**config.mk**
```make
export PLATFORM = sky130hd
export DESIGN_NAME = run_ctrl_monitor_flat
export DESIGN_NICKNAME = d
export VERILOG_FILES = /design/src/rtl/run_ctrl_monitor_if.sv /design/src/rtl/run_ctrl_monitor.sv /design/src/flat_wrapper.sv
export SDC_FILE = /design/constraint.sdc
export NUM_CORES = 1
export LEC_CHECK = 0
export BUFFER_PORTS_ARGS = -buffer_cell sky130_fd_sc_hd__buf_4
export CORE_MARGIN = 2
export CORE_UTILIZATION = 45
export CTS_CLUSTER_DIAMETER = 30
export DETAILED_ROUTE_END_ITERATION = 12
export GPL_TIMING_DRIVEN = 0
export PLACE_DENSITY = 0.73
export SKIP_CTS_REPAIR_TIMING = 1
export SLEW_MARGIN = 20
export SYNTH_ARGS = -nofsm -noshare
export SYNTH_HDL_FRONTEND = slang
export SYNTH_SLANG_ARGS = --single-unit
export TNS_END_PERCENT = 20
```
**constraint.sdc**
```tcl
create_clock -name clk -period 5 [get_ports clk]
set_clock_uncertainty 0.1 [all_clocks]
set_input_delay 0.25 -clock clk [delete_from_list [all_inputs] [get_ports clk]]
set_output_delay 0.25 -clock clk [all_outputs]
set_load 0.03 [all_outputs]
```
**src/rtl/run_ctrl_monitor_if.sv**
```systemverilog
// Run-controller bundle: run start, core writeback observation, and run results/status.
// Trace read ports exist only when RUN_CTRL_TRACE_EN is defined.
interface run_ctrl_monitor_if #(
  parameter int unsigned DATA_W  = 64,
  parameter int unsigned STATE_W = 5,
  parameter int unsigned CNT_W   = 16
`ifdef RUN_CTRL_TRACE_EN
  , parameter int unsigned TRACE_DEPTH = 8
`endif
);

  logic               start;
  logic [STATE_W-1:0] state_in;
  logic               wb_valid;
  logic [DATA_W-1:0]  wb_data;

  logic               core_rst;
  logic               running;
  logic               done;
  logic [1:0]         status;
  logic [CNT_W-1:0]   cycle_count;
  logic [CNT_W-1:0]   wb_count;
  logic [DATA_W-1:0]  signature;

`ifdef RUN_CTRL_TRACE_EN
  localparam int unsigned TRACE_AW = (TRACE_DEPTH > 1) ? $clog2(TRACE_DEPTH) : 1;

  logic [TRACE_AW-1:0] trace_rd_idx;
  logic [DATA_W-1:0]   trace_rd_data;

  modport master (
    output start, state_in, wb_valid, wb_data, trace_rd_idx,
    input  core_rst, running, done, status, cycle_count, wb_count, signature, trace_rd_data
  );

  modport slave (
    input  start, state_in, wb_valid, wb_data, trace_rd_idx,
    output core_rst, running, done, status, cycle_count, wb_count, signature, trace_rd_data
  );
`else
  modport master (
    output start, state_in, wb_valid, wb_data,
    input  core_rst, running, done, status, cycle_count, wb_count, signature
  );

  modport slave (
    input  start, state_in, wb_valid, wb_data,
    output core_rst, running, done, status, cycle_count, wb_count, signature
  );
`endif

endinterface

```
**src/rtl/run_ctrl_monitor.sv**
```systemverilog
// Run controller and execution monitor for the multicycle core: reset sequencing, cycle budget,
// halt/hang detection, writeback signature. Optional trace ring enabled by RUN_CTRL_TRACE_EN.
module run_ctrl_monitor #(
  parameter int unsigned DATA_W      = 64,
  parameter int unsigned STATE_W     = 5,
  parameter int unsigned CNT_W       = 16,
  parameter int unsigned MAX_CYCLES  = 64,
  parameter int unsigned RST_CYCLES  = 2,
  parameter int unsigned HALT_STATE  = 31,
  parameter int unsigned HALT_HOLD   = 2,
  parameter int unsigned WDOG_CYCLES = 16
`ifdef RUN_CTRL_TRACE_EN
  , parameter int unsigned TRACE_DEPTH = 8
`endif
) (
  input logic               clk,
  input logic               rst,
  run_ctrl_monitor_if.slave bus
);

  localparam int unsigned RCNT_W = (RST_CYCLES > 1) ? $clog2(RST_CYCLES) : 1;

  typedef enum logic [1:0] {
    S_IDLE,
    S_RESET,
    S_RUN,
    S_DONE
  } state_t;

  state_t             state;
  state_t             next_state;
  logic [RCNT_W-1:0]  rst_cnt;
  logic [CNT_W-1:0]   hold_cnt;
  logic [CNT_W-1:0]   wdog_cnt;

  logic               take_start;
  logic [CNT_W-1:0]   cyc_inc;
  logic [CNT_W-1:0]   hold_inc;
  logic [CNT_W-1:0]   wdog_inc;
  logic               halt_fire;
  logic               limit_fire;
  logic               wdog_fire;
  logic [1:0]         fire_status;

  always_ff @(posedge clk or posedge rst) begin
    if (rst) state <= S_IDLE;
    else     state <= next_state;
  end

  // Next state plus the end-of-run detectors evaluated on this RUN cycle's inputs
  always_comb begin
    next_state  = state;
    take_start  = 1'b0;
    cyc_inc     = bus.cycle_count + CNT_W'(1);
    hold_inc    = (bus.state_in == STATE_W'(HALT_STATE)) ? hold_cnt + CNT_W'(1) : '0;
    wdog_inc    = bus.wb_valid ? '0 : wdog_cnt + CNT_W'(1);
    halt_fire   = (hold_inc == CNT_W'(HALT_HOLD));
    limit_fire  = (cyc_inc == CNT_W'(MAX_CYCLES));
    wdog_fire   = (WDOG_CYCLES != 0) && (wdog_inc == CNT_W'(WDOG_CYCLES));
    fire_status = halt_fire  ? 2'b01 :
                  limit_fire ? 2'b10 :
                  wdog_fire  ? 2'b11 : 2'b00;
    case (state)
      S_IDLE, S_DONE: begin
        if (bus.start) begin
          take_start = 1'b1;
          next_state = S_RESET;
        end
      end
      S_RESET: if (rst_cnt == RCNT_W'(RST_CYCLES - 1)) next_state = S_RUN;
      S_RUN:   if (fire_status != 2'b00) next_state = S_DONE;
      default: next_state = S_IDLE;
    endcase
  end

  // Control outputs registered from the next state so they align with the state register
  always_ff @(posedge clk or posedge rst) begin
    if (rst) begin
      bus.core_rst <= 1'b1;
      bus.running  <= 1'b0;
      bus.done     <= 1'b0;
    end else begin
      bus.core_rst <= (next_state != S_RUN);
      bus.running  <= (next_state == S_RUN);
      bus.done     <= (next_state == S_DONE);
    end
  end

  always_ff @(posedge clk or posedge rst) begin
    if (rst) begin
      rst_cnt         <= '0;
      hold_cnt        <= '0;
      wdog_cnt        <= '0;
      bus.cycle_count <= '0;
      bus.wb_count    <= '0;
      bus.signature   <= '0;
      bus.status      <= 2'b00;
    end else begin
      case (state)
        S_IDLE, S_DONE: begin
          if (take_start) begin
            rst_cnt         <= '0;
            hold_cnt        <= '0;
            wdog_cnt        <= '0;
            bus.cycle_count <= '0;
            bus.wb_count    <= '0;
            bus.signature   <= '0;
            bus.status      <= 2'b00;
          end
        end
        S_RESET: rst_cnt <= rst_cnt + RCNT_W'(1);
        S_RUN: begin
          bus.cycle_count <= cyc_inc;
          hold_cnt        <= hold_inc;
          wdog_cnt        <= wdog_inc;
          if (bus.wb_valid) begin
            if (bus.wb_count != '1) bus.wb_count <= bus.wb_count + CNT_W'(1);
            bus.signature <= {bus.signature[DATA_W-2:0], bus.signature[DATA_W-1]} ^ bus.wb_data;
          end
          if (fire_status != 2'b00) bus.status <= fire_status;
        end
        default: ;
      endcase
    end
  end

`ifdef RUN_CTRL_TRACE_EN
  localparam int unsigned TRACE_AW = (TRACE_DEPTH > 1) ? $clog2(TRACE_DEPTH) : 1;

  logic [DATA_W-1:0]   ring [TRACE_DEPTH];
  logic [TRACE_AW-1:0] wptr;

  always_ff @(posedge clk or posedge rst) begin
    if (rst)                                 wptr <= '0;
    else if (take_start)                     wptr <= '0;
    else if (state == S_RUN && bus.wb_valid) wptr <= wptr + TRACE_AW'(1);
  end

  // Ring contents survive reset; only the pointer is cleared
  always_ff @(posedge clk) begin
    if (state == S_RUN && bus.wb_valid) ring[wptr] <= bus.wb_data;
  end

  assign bus.trace_rd_data = ring[TRACE_AW'(wptr + bus.trace_rd_idx)];
`endif

endmodule

```
**src/flat_wrapper.sv**
```systemverilog
// flat-port wrapper written by rule: the top's interface ports become plain ports
module run_ctrl_monitor_flat 
#(
  parameter int unsigned DATA_W      = 64,
  parameter int unsigned STATE_W     = 5,
  parameter int unsigned CNT_W       = 16,
  parameter int unsigned MAX_CYCLES  = 64,
  parameter int unsigned RST_CYCLES  = 2,
  parameter int unsigned HALT_STATE  = 31,
  parameter int unsigned HALT_HOLD   = 2,
  parameter int unsigned WDOG_CYCLES = 16

)
  (clk, rst, bus_start, bus_state_in, bus_wb_valid, bus_wb_data, bus_core_rst, bus_running, bus_done, bus_status, bus_cycle_count, bus_wb_count, bus_signature);
  run_ctrl_monitor_if #(.DATA_W(DATA_W), .STATE_W(STATE_W), .CNT_W(CNT_W)) bus_i ();
  input logic clk;
  input logic rst;
  input wire logic [$bits(bus_i.start)-1:0] bus_start;
  input wire logic [$bits(bus_i.state_in)-1:0] bus_state_in;
  input wire logic [$bits(bus_i.wb_valid)-1:0] bus_wb_valid;
  input wire logic [$bits(bus_i.wb_data)-1:0] bus_wb_data;
  output wire logic [$bits(bus_i.core_rst)-1:0] bus_core_rst;
  output wire logic [$bits(bus_i.running)-1:0] bus_running;
  output wire logic [$bits(bus_i.done)-1:0] bus_done;
  output wire logic [$bits(bus_i.status)-1:0] bus_status;
  output wire logic [$bits(bus_i.cycle_count)-1:0] bus_cycle_count;
  output wire logic [$bits(bus_i.wb_count)-1:0] bus_wb_count;
  output wire logic [$bits(bus_i.signature)-1:0] bus_signature;
  assign bus_i.start = bus_start;
  assign bus_i.state_in = bus_state_in;
  assign bus_i.wb_valid = bus_wb_valid;
  assign bus_i.wb_data = bus_wb_data;
  assign bus_core_rst = bus_i.core_rst;
  assign bus_running = bus_i.running;
  assign bus_done = bus_i.done;
  assign bus_status = bus_i.status;
  assign bus_cycle_count = bus_i.cycle_count;
  assign bus_wb_count = bus_i.wb_count;
  assign bus_signature = bus_i.signature;
  run_ctrl_monitor #(.DATA_W(DATA_W), .STATE_W(STATE_W), .CNT_W(CNT_W), .MAX_CYCLES(MAX_CYCLES), .RST_CYCLES(RST_CYCLES), .HALT_STATE(HALT_STATE), .HALT_HOLD(HALT_HOLD), .WDOG_CYCLES(WDOG_CYCLES)) u_core (.clk(clk), .rst(rst), .bus(bus_i));
endmodule
```
==> results.toml <==
[run_status]
outcome = "finished, final reports clean"

[setup_path]
r2r_end = "u_core.hold_cnt[4]"
startpoint_type = "flop"
cp_cell_sequence = "inv_1 > ha_1 > clkbuf_1 > inv_1 > clkbuf_1 > a21oi_1 > clkbuf_1 > clkbuf_1 > o21ai_0 > nand2_1 > o31ai_1"
reg2reg_depth = 11
crit_slowest_cell = "clkbuf_1"
path_delay_family = "buffers and inverters"
worstPathMaxFanout = 10
cp-startpoint = "u_core.state[0]"
crit_cells = 11
cp_num_buf_inv = 6
cp_common_cell = "clkbuf_1"
crit_type = "reg -> reg"
r2r_start = "u_core.state[0]"
worstSetupEndpoint = "u_core.hold_cnt[4]"
max_stage_delay_ns = 0.56
worstPathArrival_ns = 3.47
r2r_slack_ns = 1.72
crit_path_end_kind = "flop"
crit_required_ns = 5.19

[die]
start_util_pct = 46.2
dieArea_mm2 = 0.0175
boundaryPins = 174
dieHeight_um = 132
core.rowCount = 46
core-area_mm2 = 0.0160
die_x_um = 132

[synth]
syn-num-nets = 877
avgSynthCellArea_um2 = 9.28
synth_top_cells_by_count = "nand2_1, dfrtp_1, xnor2_1, o31ai_1, o21ai_0"
yosysMostFrequentCell = "nand2_1"
synthArstFlopShare_pct = 100
synth_top_area_cell = "dfrtp_1"
ys_seq_elements = 136
synth_seq_area_share_pct = 46.0
synth_top_family_by_area = "compound AO/OA/AOI/OAI gates"
synth-simple-area-share_pct = 17.9
synth_cells = 797
yosysWarningCount = 0
synthMuxAreaShare_pct = 1.10
synth_ff_type = "dfrtp_1"
synthXorXnorAreaFrac_pct = 11.6
syn-cell-area_mm2 = 0.00740
synth_top_cells_by_area = "dfrtp_1, xnor2_1, o31ai_1, nand2_1, o21ai_0"
synth_edf_count = 0
yosysTopAreaCellShare_pct = 45.7
synth_compound_area_share_pct = 18.5
ys_types = 59
synthAdderAreaFrac_pct = 1.18

[drt]
drcViolationCount = 0
via_per_inst = 5.41
top_layer_used = "met4"
wl_um = 20100
antenna_left = 0
dr.pass1.iters = 5
route.met3.wl_um = 1330
wl_met2_um = 9710
wl_per_cell_um = 16.5
via_count = 6609
wl_met1_um = 8890
drtIter0Drc = 365

[grt]
grt_pass1_vias = 6199
grt_max_degree = 98
antenna_found_initial = 0
grt_use_total_pct = 23.2
grt_overflow = 0
grt_pass1_wl_um = 32700

[timing]
hold_viol_final = 0
tightest_slew_ns = 0.769
rsz0062_at_grt = "false"
max-slew-margin-rel_pct = 48.3
min_period_ns = 3.28
slew_viol_final = 0
fmaxAchievable_ghz = 0.305
setup_viol_count_final = 0
fin_crit_sh_pct = 65.7
setup_ws_ns = 1.72

[power_and_ir_drop]
total_power_mw = 4.41
power_density_mw_per_mm2 = 460
ir_drop_uv = 266
leakage_nw = 4.12

[clocking]
cts_buffer_depth = 2
htreeDepth = 4
cts_tree = "done"
clk_pin_slew_worst_paths_ns = 0.06
cts_root_buffer = "clkbuf_16"
cts_sinks = 136
clkLatencyLatePin_ns = 0.42
cts_made_buffers = 17

[place]
post-dp-hpwl_um = 14500
port_buffers = 173
dp_worst_setup_slack_ns = 1.75
dp.cells = 1187
dpl_cell_area_mm2 = 0.00900
globalplace.congestion = 0.878

[final_layout]
diodes = 0
area_delta_synth_final_pct = 29.6
fin_util_pct = 59.9
nets = 1072
fin_area_mm2 = 0.00959
drive_gt1_share_pct = 23.4
fin_cells = 1221
fill_cells = 1443

[worst_hold_path]
holdCritStartpoint = "bus_wb_data[57]"
hold_path_class = "in -> reg"

[job]
max-cap-violations = 0
per-layer routing:
metal	track usage, %	up-vias
met3	5.61	17
met5	0	-
li1	-	3227
met1	31.3	3156
met4	5.56	0
met2	37.8	209
state kept, by name, summed over array words and instances (netlist names), 2 cells and up:
| register | cells |
|---|---|
| u_core.bus.cycle_count | 16 |
| u_core.bus.signature | 64 |
| u_core.bus.status | 2 |
| u_core.bus.wb_count | 16 |
| u_core.hold_cnt | 16 |
| u_core.state | 2 |
| u_core.wdog_cnt | 16 |
cells in the final DEF, fill, tap and decap left out, types with 13 or more instances in the layout:
cell and n:
buf_4 173, o31ai_1 80, o21ai_0 61, xnor2_1 87, clkbuf_16 17, nor2_1 40, nand3_1 21, nand4_1 16
nand2_1 136, inv_1 16, clkbuf_1 40, nor3_1 13, dfrtp_1 135
area by class of cell:
cell class | count | area [um^2] | share of cell area (%)
Clock buffer | 18 | 439 | 4.58
Tap cell | 216 | 270 | 2.82
Buffer | 53 | 211 | 2.20
Multi-Input combinational cell | 591 | 3720 | 38.8
Sequential cell | 136 | 3400 | 35.5
Clock inverter | 14 | 128 | 1.33
Inverter | 17 | 71.3 | 0.744
Timing Repair Buffer | 176 | 1350 | 14.0
cells by family (layout without fill, tap and decap cells):
logic type / after synthesis / after routing
and+or+nand+nor: 278 / 278
DFF: 136 / 136
buffers and inverters: 70 / 278
muxes: 8 / 8
adders and majority gates: 7 / 7
AOI/OAI and AO/OA: 200 / 200
xor gates and xnor gates: 98 / 98
per-stage QoR:
stage | TNS (ns) | hold WS (ns)
global placement | -85.00 | 0.381
CTS | 0 | -0.303
detailed placement | 0 | 0.153
finish | 0 | 0.0102
floorplan | 0 | 0.343
global route | 0 | 0.00379
where the power goes:
| group | internal, mW | total [mW] | leakage, nW | switching, mW |
|---|---|---|---|---|
| logic | 0.574 | 1.76 | 1.98 | 1.19 |
| clock network | 0.698 | 1.19 | 0.268 | 0.496 |
| registers | 1.28 | 1.46 | 1.88 | 0.182 |
worst register-to-register path, stage by stage, from the launching register on:
cell	delay [ns]
dfrtp_1	0.43
inv_1	0.09
ha_1	0.15
clkbuf_1	0.33
inv_1	0.12
clkbuf_1	0.27
a21oi_1	0.23
clkbuf_1	0.48
clkbuf_1	0.56
o21ai_0	0.20
nand2_1	0.11
o31ai_1	0.06
worst min-delay path by stage:
stage	endpoint	slack [ns]	cells after the start
2_1_floorplan	u_core.bus.signature[1]	0.34	2
3_3_place_gp	u_core.wdog_cnt[15]	0.38	2
3_5_place_dp	u_core.bus.cycle_count[11]	0.15	2
4_1_cts	u_core.bus.cycle_count[11]	-0.30	2
5_1_grt	u_core.bus.signature[2]	0.004	3
6_report	u_core.bus.signature[57]	0.01	3
No activity file was read; power rests on OpenSTA's default activity.
